`src/rtl/data_memory_arbiter.sv`:
```
// Two-requester arbiter for the single-port data memory: pipeline MEM stage and debug/loader.
// Round-robin on conflicts, bounded debug lock, one-cycle registered read responses.
module data_memory_arbiter #(
  parameter int LOCK_LIMIT       = 16,
  parameter int LOCK_COUNT_WIDTH = 5
) (
  input  logic        clock,
  input  logic        reset,
  input  logic        pipeRequest,
  input  logic [31:0] pipeAddress,
  input  logic [1:0]  pipeWriteType,
  input  logic [2:0]  pipeExtractExtendType,
  input  logic [31:0] pipeDataWrite,
  output logic        pipeGrant,
  output logic        pipeResponseValid,
  output logic [31:0] pipeDataRead,
  input  logic        debugRequest,
  input  logic [31:0] debugAddress,
  input  logic [1:0]  debugWriteType,
  input  logic [2:0]  debugExtractExtendType,
  input  logic [31:0] debugDataWrite,
  input  logic        debugLock,
  output logic        debugGrant,
  output logic        debugResponseValid,
  output logic [31:0] debugDataRead,
  output logic [31:0] memAddress,
  output logic [1:0]  memWriteType,
  output logic [2:0]  memExtractExtendType,
  output logic [31:0] memDataWrite,
  input  logic [31:0] memDataRead
);

  typedef enum logic {
    IDLE   = 1'b0,
    LOCKED = 1'b1
  } state_t;

  localparam logic SIDE_PIPE  = 1'b0;
  localparam logic SIDE_DEBUG = 1'b1;
  localparam logic [LOCK_COUNT_WIDTH-1:0] LIMIT = LOCK_COUNT_WIDTH'(LOCK_LIMIT);
  localparam logic [LOCK_COUNT_WIDTH-1:0] ONE   = LOCK_COUNT_WIDTH'(1);

  state_t                      state;
  logic                        last_grant;
  logic [LOCK_COUNT_WIDTH-1:0] lock_count;
  logic                        pipe_sel;
  logic                        debug_sel;

  // Grant decision for the current cycle; at most one side is ever selected.
  always_comb begin
    pipe_sel  = 1'b0;
    debug_sel = 1'b0;
    if (reset) begin
      pipe_sel  = 1'b0;
      debug_sel = 1'b0;
    end else begin
      case (state)
        IDLE: begin
          if (pipeRequest && debugRequest) begin
            if (last_grant == SIDE_DEBUG) begin
              pipe_sel = 1'b1;
            end else begin
              debug_sel = 1'b1;
            end
          end else if (pipeRequest) begin
            pipe_sel = 1'b1;
          end else if (debugRequest) begin
            debug_sel = 1'b1;
          end else begin
            pipe_sel  = 1'b0;
            debug_sel = 1'b0;
          end
        end
        LOCKED: begin
          // Debug dropping out releases the lock and lets the pipeline in immediately.
          if (!debugRequest) begin
            pipe_sel = pipeRequest;
          end else if (pipeRequest && (lock_count == LIMIT)) begin
            pipe_sel = 1'b1;
          end else begin
            debug_sel = 1'b1;
          end
        end
        default: begin
          pipe_sel  = 1'b0;
          debug_sel = 1'b0;
        end
      endcase
    end
  end

  assign pipeGrant  = pipe_sel;
  assign debugGrant = debug_sel;

  // Memory-side mux; with no grant everything is zero so nothing can be written.
  always_comb begin
    memAddress           = 32'h0000_0000;
    memWriteType         = 2'd0;
    memExtractExtendType = 3'd0;
    memDataWrite         = 32'h0000_0000;
    if (pipe_sel) begin
      memAddress           = pipeAddress;
      memWriteType         = pipeWriteType;
      memExtractExtendType = pipeExtractExtendType;
      memDataWrite         = pipeDataWrite;
    end else if (debug_sel) begin
      memAddress           = debugAddress;
      memWriteType         = debugWriteType;
      memExtractExtendType = debugExtractExtendType;
      memDataWrite         = debugDataWrite;
    end else begin
      memAddress           = 32'h0000_0000;
      memWriteType         = 2'd0;
      memExtractExtendType = 3'd0;
      memDataWrite         = 32'h0000_0000;
    end
  end

  // Arbitration state: lock FSM, round-robin history and lock-duration counter.
  always_ff @(posedge clock or posedge reset) begin
    if (reset) begin
      state      <= IDLE;
      last_grant <= SIDE_DEBUG;
      lock_count <= {LOCK_COUNT_WIDTH{1'b0}};
    end else begin
      case (state)
        IDLE: begin
          if (debug_sel) begin
            last_grant <= SIDE_DEBUG;
            if (debugLock) begin
              state      <= LOCKED;
              lock_count <= {LOCK_COUNT_WIDTH{1'b0}};
            end else begin
              state <= IDLE;
            end
          end else if (pipe_sel) begin
            last_grant <= SIDE_PIPE;
          end else begin
            state <= IDLE;
          end
        end
        LOCKED: begin
          if (!debugRequest) begin
            state <= IDLE;
            if (pipe_sel) begin
              last_grant <= SIDE_PIPE;
            end else begin
              last_grant <= last_grant;
            end
          end else if (pipe_sel) begin
            // Starvation relief slot: the lock survives, the budget restarts.
            last_grant <= SIDE_PIPE;
            lock_count <= {LOCK_COUNT_WIDTH{1'b0}};
          end else begin
            last_grant <= SIDE_DEBUG;
            if (!debugLock) begin
              state <= IDLE;
            end else begin
              state <= LOCKED;
            end
            if (pipeRequest && (lock_count != LIMIT)) begin
              lock_count <= lock_count + ONE;
            end else begin
              lock_count <= lock_count;
            end
          end
        end
        default: begin
          state <= IDLE;
        end
      endcase
    end
  end

  // Registered responses: the granted side sees valid and captured read data next cycle.
  always_ff @(posedge clock or posedge reset) begin
    if (reset) begin
      pipeResponseValid  <= 1'b0;
      debugResponseValid <= 1'b0;
      pipeDataRead       <= 32'h0000_0000;
      debugDataRead      <= 32'h0000_0000;
    end else begin
      pipeResponseValid  <= pipe_sel;
      debugResponseValid <= debug_sel;
      if (pipe_sel) begin
        pipeDataRead <= memDataRead;
      end else begin
        pipeDataRead <= pipeDataRead;
      end
      if (debug_sel) begin
        debugDataRead <= memDataRead;
      end else begin
        debugDataRead <= debugDataRead;
      end
    end
  end

endmodule

```
`config.mk`:
```
export PLATFORM = sky130hd
export DESIGN_NAME = data_memory_arbiter
export DESIGN_NICKNAME = d
export VERILOG_FILES = /design/src/rtl/data_memory_arbiter.sv
export SDC_FILE = /design/constraint.sdc
export NUM_CORES = 1
export LEC_CHECK = 0
export BUFFER_PORTS_ARGS = -buffer_cell sky130_fd_sc_hd__buf_2
export CAP_MARGIN = 15
export CELL_PAD_IN_SITES_DETAIL_PLACEMENT = 0
export CELL_PAD_IN_SITES_GLOBAL_PLACEMENT = 1
export CORE_MARGIN = 10
export CORE_UTILIZATION = 32
export DETAILED_ROUTE_END_ITERATION = 8
export GPL_ROUTABILITY_DRIVEN = 0
export HOLD_SLACK_MARGIN = 0.12
export MAX_ROUTING_LAYER = met4
export PLACE_DENSITY = 0.94
export SLEW_MARGIN = 20
export SYNTH_ARGS = -nofsm -noshare
export SYNTH_HDL_FRONTEND = slang
export SYNTH_SLANG_ARGS = --single-unit
```
`constraint.sdc`:
```
create_clock -name clock -period 3.7 [get_ports clock]
set_clock_uncertainty 0.1 [all_clocks]
set_input_delay 0.185 -clock clock [delete_from_list [all_inputs] [get_ports clock]]
set_output_delay 0.185 -clock clock [all_outputs]
set_load 0.01 [all_outputs]
```
---- Word level (Yosys, flattened, before mapping) ----
Cells that the tools add are included.
word-level totals
  flip-flop bits (word level) ............. 73
  input port bits ......................... 175
  word-level logic and storage cells ...... 58
operators by class
  add/sub/neg operators ................... 1
  equal/unequal tests ..................... 6
  mux-type cells .......................... 39
  bitwise logic cells ..................... 1
  reduce and logical (&&, ||, !) cells .... 4
operator list
  kind                 number
  $mux 32              4
  $mux 5               5
  $mux 1               21
  $pmux 5 s2           1
  $pmux 1 s2           4
  $mux 3               2
  $ne 2x2->1 const B   3
  $add 5x1->5 const B  1
  $eq 5x5->1 const B   1
  $ne 5x5->1 const B   1
  $mux 2               2
  $reduce_and 4->1     1
  $logic_and 1x1->1    3
  $ne 3x1->1 const B   1
  $not 1->1            1

---- Longest topological paths before layout ----
Gate-level depths: netlist of run 1.
  word-level depth ........................ 9
  gate-level depth with buffers ........... 8
  mapped depth without buffers ............ 6

---- Worst setup path before layout of run 1 ----
No wires, ideal clock.
  kind .................................... input-to-reg
  start point ............................. in reset
  end point ............................... reg last_grant
  library setup time ...................... 0.075 ns
  data arrival time ....................... 2.185 ns
  required time ........................... 3.525 ns
  path slack .............................. 1.339 ns
  stages on the path ...................... 3
  path buffers ............................ 0
  path through ............................ inv_1 o21ai_0 a21oi_1
between the ends
  cells in the longest elaborated chain, start to end .. 4
  elaborated cells between the ends (all ways) .. 7
ends and longest elaborated chain
  what                              line      source
  start, declared                   8         input logic reset,
  $mux 1                            53        if (reset) begin
  $mux 1, on equally long branches  -
  $mux 1, on equally long branches  143, 128
  $pmux 1 s2 (*)                    126       case (state)
  end signal, assigned              148       last_grant <= last_grant;
  end, declared                     44        logic last_grant;
Every way passes the cells marked *; elsewhere a longest branch is shown, timed or not.
A chain may end at the register's enable or synchronous reset.

---- Worst setup path in the final report of run 1 ----
  start point ............................. reg lock_count[0]
  end point ............................... out memAddress[15]
between the ends
  cells in the longest elaborated chain, start to end .. 8
  elaborated cells between the ends (all ways) .. 12
ends and longest elaborated chain
  what                    line  source
  start, declared         45    logic [LOCK_COUNT_WIDTH-1:0] lock_count;
  start signal, assigned  124   lock_count <= {LOCK_COUNT_WIDTH{1'b0}};
  start signal, assigned  132   lock_count <= {LOCK_COUNT_WIDTH{1'b0}};
  start signal, assigned  153   lock_count <= {LOCK_COUNT_WIDTH{1'b0}};
  $eq 5x5->1 (*)          78    end else if (pipeRequest && (lock_count == LIMIT)) begin
  $logic_and 1x1->1 (*)   78
  $mux 1                  78
  $mux 1                  76    if (!debugRequest) begin
  $pmux 1 s2              57    case (state)
  $mux 1                  53
  $mux 32                 106   end else if (debug_sel) begin
  $mux 32 (*)             101   if (pipe_sel) begin
  end, declared           26    output logic [31:0] memAddress,
Marks and branches as above.

==> impl_results.md, run 1 <==
* Status: finished clean
* Filler cells at between 1000 and 1500
* Die Wd at 137 um
* Post-cts gate resize count at 0
* Final setup viols at 0
* Synth Flop Type: dfrtp_1
* Sequential area share after synthesis at 0.419
* H-tree depth at 3
* Worst-case clock buffer depth at 2
* Die height at around 140 um
* Row count at 42
* Vias/cell at around 4.4
* Vias in the first global route at 4103
* WL/cell at roughly 18 um
* Critical path cell sequence: inv_1 > ha_1 > and4bb_2 > mux2i_2 > a21oi_4 > buf_12 > mux2i_1 > buf_2
* Peak supply drop at 0.357 mV
* Leakage Power at roughly 3.7 nW
* R2R setup slack at 1290 ps
* Hold Crit Class: primary input to register
* CTS tree: done
* Final-report max-slew violation count at 0
* Unrepaired setup endpoints after global routing: false
* Final hold violation count at 0
* Final Cycle Share at 0.729
* Layout cells sized above 1 at 0.527
* Detail Route Antenna Nets at 0
* Layout area overhead at 53.1%
* Storage element area at approximately 1800 um^2
* Met2 Wirelength at about 9 mm
* Total GRT Usage at 0.164
* Max FO, Critical Path at 52
* Met3 Routed Length at about 1.4 mm
* CTS Buf Count at 9
* DR vias at 4071
* Final worst slack at between 1000 and 1500 ps
* Startpoint types: register
* Initial DRC count at about 140
* Clock sink count at 73
* Drt pass-1 iters at 4
* Critical path class: register to output pin
* Hold Path Origin: debugLock
* R2r startpoint: lock_count[0]$_DFFE_PP0P_
* Post-Place Cell Area at roughly 6000 um^2
* Setup TNS at 0 ps
* Mean Syn Cell Area at 10.6 um^2
* IO Count at 312
* Cell area after layout at between 6000 and 7000 um^2
* DP Wirelength at 12.8 mm
* Post-synth ARST share at 1.00
* First-pass GRT wire length at 23.4 mm
* Slew @ Worst Pin at around 860 ps
* DRT met1 WL at between 5 and 6 mm
* Post-synthesis cell count at 413
* Slew Limit Headroom at 0.429
* Synth warn at 0
* Full die area at approximately 19000 um^2
* Worst endpoint required time at around 3400 ps
* Initial antenna violation count at 1
* Peak per-stage delay on the critical path at 390 ps
* Number of flops mapped to enable cells by yosys at 0
* PortBufs at approximately 310
* Max_cap viols at 0
* Reg clk slew, reported paths at 60 ps
* Yosys reg bits at between 70 and 80
* Slowest-stage cell, CP: dfrtp_1
* CTS root buf: clkbuf_16
* Pin count of the biggest net entering global routing at 70
* Total congestion overflow at 0
* DRT Wirelength at about 17 mm
* Synth Cell Area at 4370 um^2
* Initial Util at 0.328
* Crit path buf inv count at 3
* CP delay by family, top: buffers and inverters
* Highest routed metal layer: met4
* Synth cell types at 38
* Remaining DRCs at 0
* Multi-input gate area at slightly above 2000 um^2
* Minimum clock period at around 2700 ps
* Syn nets at 590
* Worst-Skew Late Latency at between 300 and 400 ps
* Pwr Density at about 430 nW/um^2
* Setup WS pre-CTS at between 1000 and 1500 ps
* Core area at 13300 um^2
* CP Launch Point: lock_count[0]$_DFFE_PP0P_
* Crit end category: output pin
* Fmax at about 370 MHz
* Worst path arrival time at between 2000 and 2500 ps
* Nets@finish at ~930
## logic make-up after synthesis
family | synth area share
flops | 0.419
fa+ha+maj | 0.00573
simple gates | 0.0802
mux | 0.356
buf+inv | 0.110
compound gates | 0.0292
## sequential cells by signal, indices dropped and copies added, names as in the netlist
name and flops:
debugDataRead 32, debugResponseValid 1, last_grant 1, lock_count 5
pipeDataRead 32, pipeResponseValid 1, state 1
## synthesized netlist by cell type (4+ instances only)
library cell   n  area, um^2
nand2_1       72         270
buf_6         11         124
clkbuf_1       5        18.8
inv_1         76         285
dfrtp_1       72        1800
mux2_1         8        90.1
buf_2          4        20.0
mux2_2        27         304
mux2_4        29         435
mux2i_1       71         711
buf_4          4        30.0
## worst paths after layout
check / end / depth (start not counted)
min reg2reg: pipeDataRead[2]$_DFFE_PP0P_ / 1
max reg2reg: debugDataRead[29]$_DFFE_PP0N_ / 7
max: memAddress[15] / 8
min: state$_DFF_PP0_ / 4
min in group asynchronous: state$_DFF_PP0_ / 3
max in group asynchronous: pipeDataRead[27]$_DFFE_PP0P_ / 4
## worst register-to-register path: stages (launching register included)
cell and delay, ps:
dfrtp_1 360, inv_1 70, ha_1 190, and4bb_2 280, mux2i_2 270, o21a_2 160, buf_4 470, mux2_2 400
## metrics by stage
step	util	hold slack (ps)	cells	total power, W
final	0.503	154	931	0.00285
after detailed placement	0.453	331	880	0.00193
after global routing	0.503	163	931	0.00299
after CTS	0.503	139	930	0.00286
after floorplan	-	220	413	0.00153
after global placement	0.453	320	880	0.00191
## per-layer routing
metal  up-vias  GRT usage
met5         -          -
met4         0     0.0504
met3        14     0.0444
met2       154      0.307
met1      1900      0.163
li1       2003          -
## final cells by class
cell class              instances  area share
well taps                     176      0.0329
repair buffers                350       0.293
clock inverters                 5     0.00936
multi-input cells             239       0.310
flip-flops and latches         73       0.273
inverters                      76      0.0427
clock buffers                  11      0.0378
diodes                          1    0.000374
## power breakdown
group,switching [W],leakage [nW],internal [W]
sequential,0.0000911,0.869,0.000963
combinational,0.000430,2.67,0.000457
clock,0.000343,0.148,0.000562
total,0.000864,3.69,0.00198
## repair_timing
item / CTS / global route
setup buffers: 0 / 0
hold endpoints to repair: 103 / 0
hold buffers: 34 / 0
## placed cells by master, fill, tap and decap left out, types with 2 or more instances in the layout
cell	netlist	final
buf_12	0	2
o221ai_1	2	2
ha_1	2	2
dfrtp_1	72	72
nor3b_1	2	2
clkbuf_8	0	2
mux2_1	8	8
clkbuf_16	0	9
mux2i_1	71	71
buf_4	4	3
mux2_4	29	29
inv_1	76	75
a21oi_1	2	2
mux2_2	27	27
nand3_1	2	2
dlygate4sd3_1	0	34
nand2_1	72	72
buf_2	4	311
clkinvlp_4	0	2
a21o_1	2	2
Power figures use the tool's default switching activity.
==> run 2, diff against run 1 <==
--- a/config.mk
+++ b/config.mk
@@ -10,12 +10,12 @@
 export CELL_PAD_IN_SITES_DETAIL_PLACEMENT = 0
 export CELL_PAD_IN_SITES_GLOBAL_PLACEMENT = 1
 export CORE_MARGIN = 10
-export CORE_UTILIZATION = 32
+export CORE_UTILIZATION = 29
 export DETAILED_ROUTE_END_ITERATION = 8
 export GPL_ROUTABILITY_DRIVEN = 0
 export HOLD_SLACK_MARGIN = 0.12
 export MAX_ROUTING_LAYER = met4
-export PLACE_DENSITY = 0.94
+export PLACE_DENSITY = 0.87
 export SLEW_MARGIN = 20
 export SYNTH_ARGS = -nofsm -noshare
 export SYNTH_HDL_FRONTEND = slang
==> constraint.sdc (replaced) <==
create_clock -name clock -period 2.55 [get_ports clock]
set_clock_uncertainty 0.1 [all_clocks]
set_input_delay 0.1275 -clock clock [delete_from_list [all_inputs] [get_ports clock]]
set_output_delay 0.1275 -clock clock [all_outputs]
set_load 0.01 [all_outputs]
==> impl_results.md, run 2 (synthesis results as in run 1) <==
* Ant diodes at 0
* Pwr Density at just over 600 nW/um^2
* Most frequent cells in the layout: buf_2, inv_1, nand2_1, dfrtp_1, mux2i_1
* Final Cycle Share at 0.962
* CTS root buf: clkbuf_16
* Fmax at roughly 410 MHz
* Row count at 44
* Setup WS pre-CTS at around 190 ps
* Worst-case clock buffer depth at 2
* CP Launch Point: lock_count[0]$_DFFE_PP0P_
* Worst path arrival time at 2230 ps
* Placed insts at just under 900
* DP Wirelength at ~12 mm
* Commonest non-fill, non-tap cell in the layout: buf_2
* Reg-to-reg critical path endpoint: debugDataRead[31]$_DFFE_PP0N_
* Die height at between 100 and 150 um
* Worst-Skew Late Latency at between 300 and 400 ps
* DRT Wirelength at around 16 mm
* Pin count of the biggest net entering global routing at between 70 and 80
* Status: finished clean
* Worst r2r path cells at 7
* Layout area overhead at 59.0%
* Initial DRC count at between 150 and 200
* Startpoint types: register
* Final-report max-slew violation count at 0
* Slew @ Worst Pin at 470 ps
* Setup TNS at 0 ps
* Regs by FF count: debugDataRead (32), pipeDataRead (32), lock_count (5)
* Clock sink count at 73
* Minimum clock period at 2450 ps
* Layout cells sized above 1 at 0.537
* Leakage Power at roughly 3.8 nW
* Slew Limit Headroom at 0.684
* Final setup viols at 0
* Peak supply drop at around 0.41 mV
* R2R setup slack at between 300 and 400 ps
* CP delay by family, top: buffers and inverters
* Hold Path End: lock_count[0]$_DFFE_PP0P_
* Nets@finish at about 940
* Max FO, Critical Path at 16
* Total congestion overflow at 0
* Core area at 14600 um^2
* Peak per-stage delay on the critical path at ~400 ps
* Worst endpoint required time at approximately 2300 ps
* IO Count at about 310
* Critical path cell sequence: inv_2 > ha_1 > and4bb_2 > mux2i_2 > a21oi_4 > buf_12 > buf_12 > mux2i_1 > buf_2
* Crit path buf inv count at 4
* Cell Count, Final, Fillers Out at roughly 950
* Full die area at ~20000 um^2
* Total GRT Usage at 0.149
* Final worst slack at around 96 ps
* R2r startpoint: lock_count[0]$_DFFE_PP0P_
* Hold Path Origin: pipeRequest
* Hold path cells at 4
* DR vias at 4148
* Unrepaired setup endpoints after global routing: true
* H-tree depth at 3
* Crit end category: output pin
* Initial Util at 0.298
* Vias in the first global route at around 4300
* WL/cell at around 17 um
* First-pass GRT wire length at 23.7 mm
* Critical path class: register to output pin
* Die Wd at about 140 um
* Finished Core Util at 0.474
* Initial antenna violation count at 0
* CTS tree: done
* Detail Route Antenna Nets at 0
* Final hold violation count at 0
* Remaining DRCs at 0
* Post-Place Cell Area at between 6000 and 7000 um^2
* PortBufs at a little over 300
* CTS Buf Count at 9
* Drt pass-1 iters at 4
* Slowest-stage cell, CP: dfrtp_1
* Most Frequent Cell on Critical Path: buf_12
* Cell area after layout at between 6000 and 7000 um^2
* Hold Crit Class: primary input to register
* Vias/cell at 4.35
* Max_cap viols at 0
* Reg clk slew, reported paths at 60 ps
* Filler cells at roughly 1400
[run 2: worst max path at each step]
stage / endpoint / slack [ps] / cells past startpoint
after floorplan: last_grant$_DFF_PP1_ / 250 / 3
after global placement: memExtractExtendType[0] / 290 / 9
after detailed placement: memWriteType[1] / 190 / 9
after CTS: memWriteType[1] / 20 / 9
after global routing: memDataWrite[6] / -70 / 9
final: memDataWrite[6] / 100 / 9
[run 2: area by class of cell]
cell class              instances  area (um^2)  share of cell area
multi-input cells             239         2070               0.299
clock buffers                   9          225              0.0324
repair buffers                365         2200               0.317
inverters                      76          285              0.0411
well taps                     184          230              0.0332
clock inverters                 7          103              0.0148
flip-flops and latches         73         1830               0.263
[run 2: what timing repair did]
item                                    in CTS  in global routing
endpoints found under the hold margin      141                  0
cloned                                       1                  1
buffers inserted                             6                  0
pin swaps                                    1                  0
endpoints found under the setup margin      51                 64
gates resized for setup                      0                  3
hold buffers                                35                  0
[run 2: metrics by stage]
step | hold slack [ps] | total power (W)
after detailed placement | -33.9 | 0.00281
after floorplan | 162 | 0.00222
after global placement | -36.0 | 0.00278
final | 162 | 0.00421
after CTS | 144 | 0.00425
after global routing | 190 | 0.00442
[run 2: report_power, final]
part / leakage, nW / internal, W / switching, W
Sequential: 0.869 / 0.00140 / 0.000131
Combinational: 2.79 / 0.000706 / 0.000610
Clock: 0.157 / 0.000866 / 0.000494
Total: 3.82 / 0.00297 / 0.00124
[run 2: metal layers]
| metal | wire length [um] | global-route usage | part of all wire | up-vias |
|---|---|---|---|---|
| met1 | 6320 | 0.166 | 0.39 | 1943 |
| met3 | 1070 | 0.0398 | 0.066 | 13 |
| li1 | - | - | - | 2037 |
| met4 | 140 | 0.0239 | 0.0087 | 0 |
| met5 | 0 | - | 0 | - |
| met2 | 8610 | 0.265 | 0.53 | 155 |
[run 2: worst reg2reg max path: cells and delay by family, from the launching register on]
kind | cells | cell delay, ps
AO/OA/AOI/OAI | 1 | 260
multiplexers | 2 | 610
buffers and inverters | 2 | 300
flip-flops | 1 | 380
AND/OR/NAND/NOR | 1 | 240
adder cells (fa/ha/maj) | 1 | 190
==> run 3, diff against run 2 <==
==> constraint.sdc (replaced) <==
create_clock -name clock -period 2.55 [get_ports clock]
set_clock_uncertainty 0.1 [all_clocks]
set_input_delay 0.255 -clock clock [delete_from_list [all_inputs] [get_ports clock]]
set_output_delay 0.255 -clock clock [all_outputs]
set_load 0.01 [all_outputs]
==> impl_results.md, run 3 (synthesis results as in run 1) <==
* Status: complete, but fails checks
* Failing checks: negative setup slack
* Vias/cell at roughly 4.4
* Drt pass-1 iters at 4
* Row count at 44
* Worst r2r path cells at 9
* Max FO, Critical Path at 8
* Final Cycle Share at 1.04
* H-tree depth at 3
* Final hold violation count at 0
* DR vias at roughly 4200
* Clock power share at 0.316
* Startpoint types: register
* Initial Util at 0.298
* Vias in the first global route at around 4200
* Worst path arrival time at between 2000 and 2500 ps
* Most frequent cells in the layout: buf_2, inv_1, nand2_1, dfrtp_1, mux2i_1
* Pwr Density at 594 nW/um^2
* Die height at 143 um
* R2r startpoint: lock_count[0]$_DFFE_PP0P_
* Initial DRC count at around 150
* Nets@finish at between 900 and 1000
* WL/cell at around 17 um
* Layout cells sized above 1 at 0.554
* Slew Limit Headroom at 0.681
* Worst-Skew Late Latency at between 300 and 400 ps
* Die Wd at 143 um
* Hold Path Origin: debugRequest
* Reg power frac at 0.357
* Worst-case clock buffer depth at 2
* Hold Path End: last_grant$_DFF_PP1_
* Filler cells at 1359
* Worst endpoint required time at between 2000 and 2500 ps
* CTS root buf: clkbuf_16
* Final-report max-slew violation count at 0
* Total GRT Usage at 0.151
* Max_cap viols at 0
* Critical path class: register to output pin
* Fmax at around 380 MHz
* Regs by FF count: debugDataRead (32), pipeDataRead (32), lock_count (5)
* Sw Ratio at 0.293
* Pin count of the biggest net entering global routing at a little over 70
* Reg clk slew, reported paths at roughly 60 ps
* Internal at between 0.003 and 0.004 W
* Detail Route Antenna Nets at 0
* Cell Count, Final, Fillers Out at slightly below 1000
* IO Count at about 310
* Placed insts at roughly 900
* Unrepaired setup endpoints after global routing: true
* Clock sink count at 73
* Final worst slack at -103 ps
* Reg-to-reg critical path endpoint: pipeDataRead[16]$_DFFE_PP0P_
* Total congestion overflow at 0
* Hold Crit Class: primary input to register
* CTS Buf Count at 9
* R2R setup slack at between 150 and 200 ps
* Peak supply drop at 0.408 mV
* DP Wirelength at approximately 12 mm
* Final setup viols at 58
* Commonest non-fill, non-tap cell in the layout: buf_2
* Slew @ Worst Pin at around 480 ps
* Core area at ~15000 um^2
* Hold path cells at 3
* Crit end category: output pin
* Remaining DRCs at 0
* DRT Wirelength at 16.5 mm
* Layout area overhead at 64.5%
* Psw at around 0.0012 W
* Minimum clock period at 2650 ps
* First-pass GRT wire length at roughly 24 mm
* PortBufs at ~310
* Finished Core Util at 0.491
* Multi-input gate area at between 2000 and 2500 um^2
* Leakage Power at between 3 and 4 nW
* Initial antenna violation count at 2
* Total power at 0.00426 W
* Full die area at a little over 20000 um^2
* Comb power frac at 0.327
* Storage element area at roughly 1800 um^2
* CTS tree: done
[run 3: cell types whose count changed in the layout (fill, tap and decap cells not counted), moves of 3 or more]
cell,delta
mux2i_4,+3
mux2i_1,-7
mux2i_2,+4
buf_16,+3
buf_8,+5
buf_6,+8
[run 3: worst max-delay path, stage by stage, from the launching register on]
cell      delay (ps)
dfrtp_1          400
inv_2             90
ha_4             120
and4bb_2         270
mux2i_4           90
a21oi_4          280
buf_12           200
buf_12           150
mux2i_1          200
buf_2            160
[run 3: final cells by class]
class,instances,share of cell area
Inverter,76,0.0397
Timing Repair Buffer,374,0.331
Clock buffer,10,0.0319
Sequential cell,73,0.254
Tap cell,184,0.0320
Clock inverter,6,0.0127
Antenna cell,2,0.000697
Multi-Input combinational cell,239,0.298
[run 3: what timing repair did]
item | in CTS | in global routing
gates resized for setup | 26 | 11
buffers inserted | 9 | 1
hold endpoints to repair | 137 | 0
gates cloned | 5 | 0
pin swaps | 2 | 1
endpoints found under the setup margin | 70 | 69
hold buffers | 33 | 0
[run 3: how the worst max path moves through the flow]
| stage | start | to | slack, ps | cells after the start |
|---|---|---|---|---|
| floorplan | reset | last_grant$_DFF_PP1_ | 120 | 3 |
| finish | lock_count[0]$_DFFE_PP0P_ | memDataWrite[8] | -100 | 9 |
| detailed placement | lock_count[0]$_DFFE_PP0P_ | memDataWrite[8] | 130 | 9 |
| global route | lock_count[0]$_DFFE_PP0P_ | memDataWrite[8] | -210 | 9 |
| global placement | lock_count[0]$_DFFE_PP0P_ | memDataWrite[29] | 170 | 9 |
| CTS | lock_count[0]$_DFFE_PP0P_ | memAddress[11] | -80 | 10 |
[run 3: power groups by stage]
| stage | registers (W) | clock network [W] | logic [W] |
|---|---|---|---|
| 2_1_floorplan | 0.00164 | 0 | 0.000575 |
| 3_3_place_gp | 0.00153 | 0 | 0.00125 |
| 3_5_place_dp | 0.00154 | 0 | 0.00127 |
| 4_1_cts | 0.00152 | 0.00137 | 0.00140 |
| 5_1_grt | 0.00155 | 0.00143 | 0.00150 |
| 6_report | 0.00152 | 0.00135 | 0.00139 |
[run 3: per-stage QoR]
stage | TNS, ps | area, um^2 | hold slack (ps) | setup slack [ps]
after CTS | -2430 | 7140 | 142 | -81.2
after floorplan | 0 | 4370 | 290 | 119
after global placement | 0 | 6170 | 104 | 174
after global routing | -9810 | 7180 | 185 | -211
final | -2800 | 7180 | 146 | -103
after detailed placement | 0 | 6170 | 113 | 130
[run 3: per-layer routing]
metal  vias up  wire, um  GRT usage
met1      1982      6640      0.177
met5         -         0          -
met4         0       191     0.0320
met2       168      8470      0.254
met3        18      1210     0.0411
li1       2067         -          -
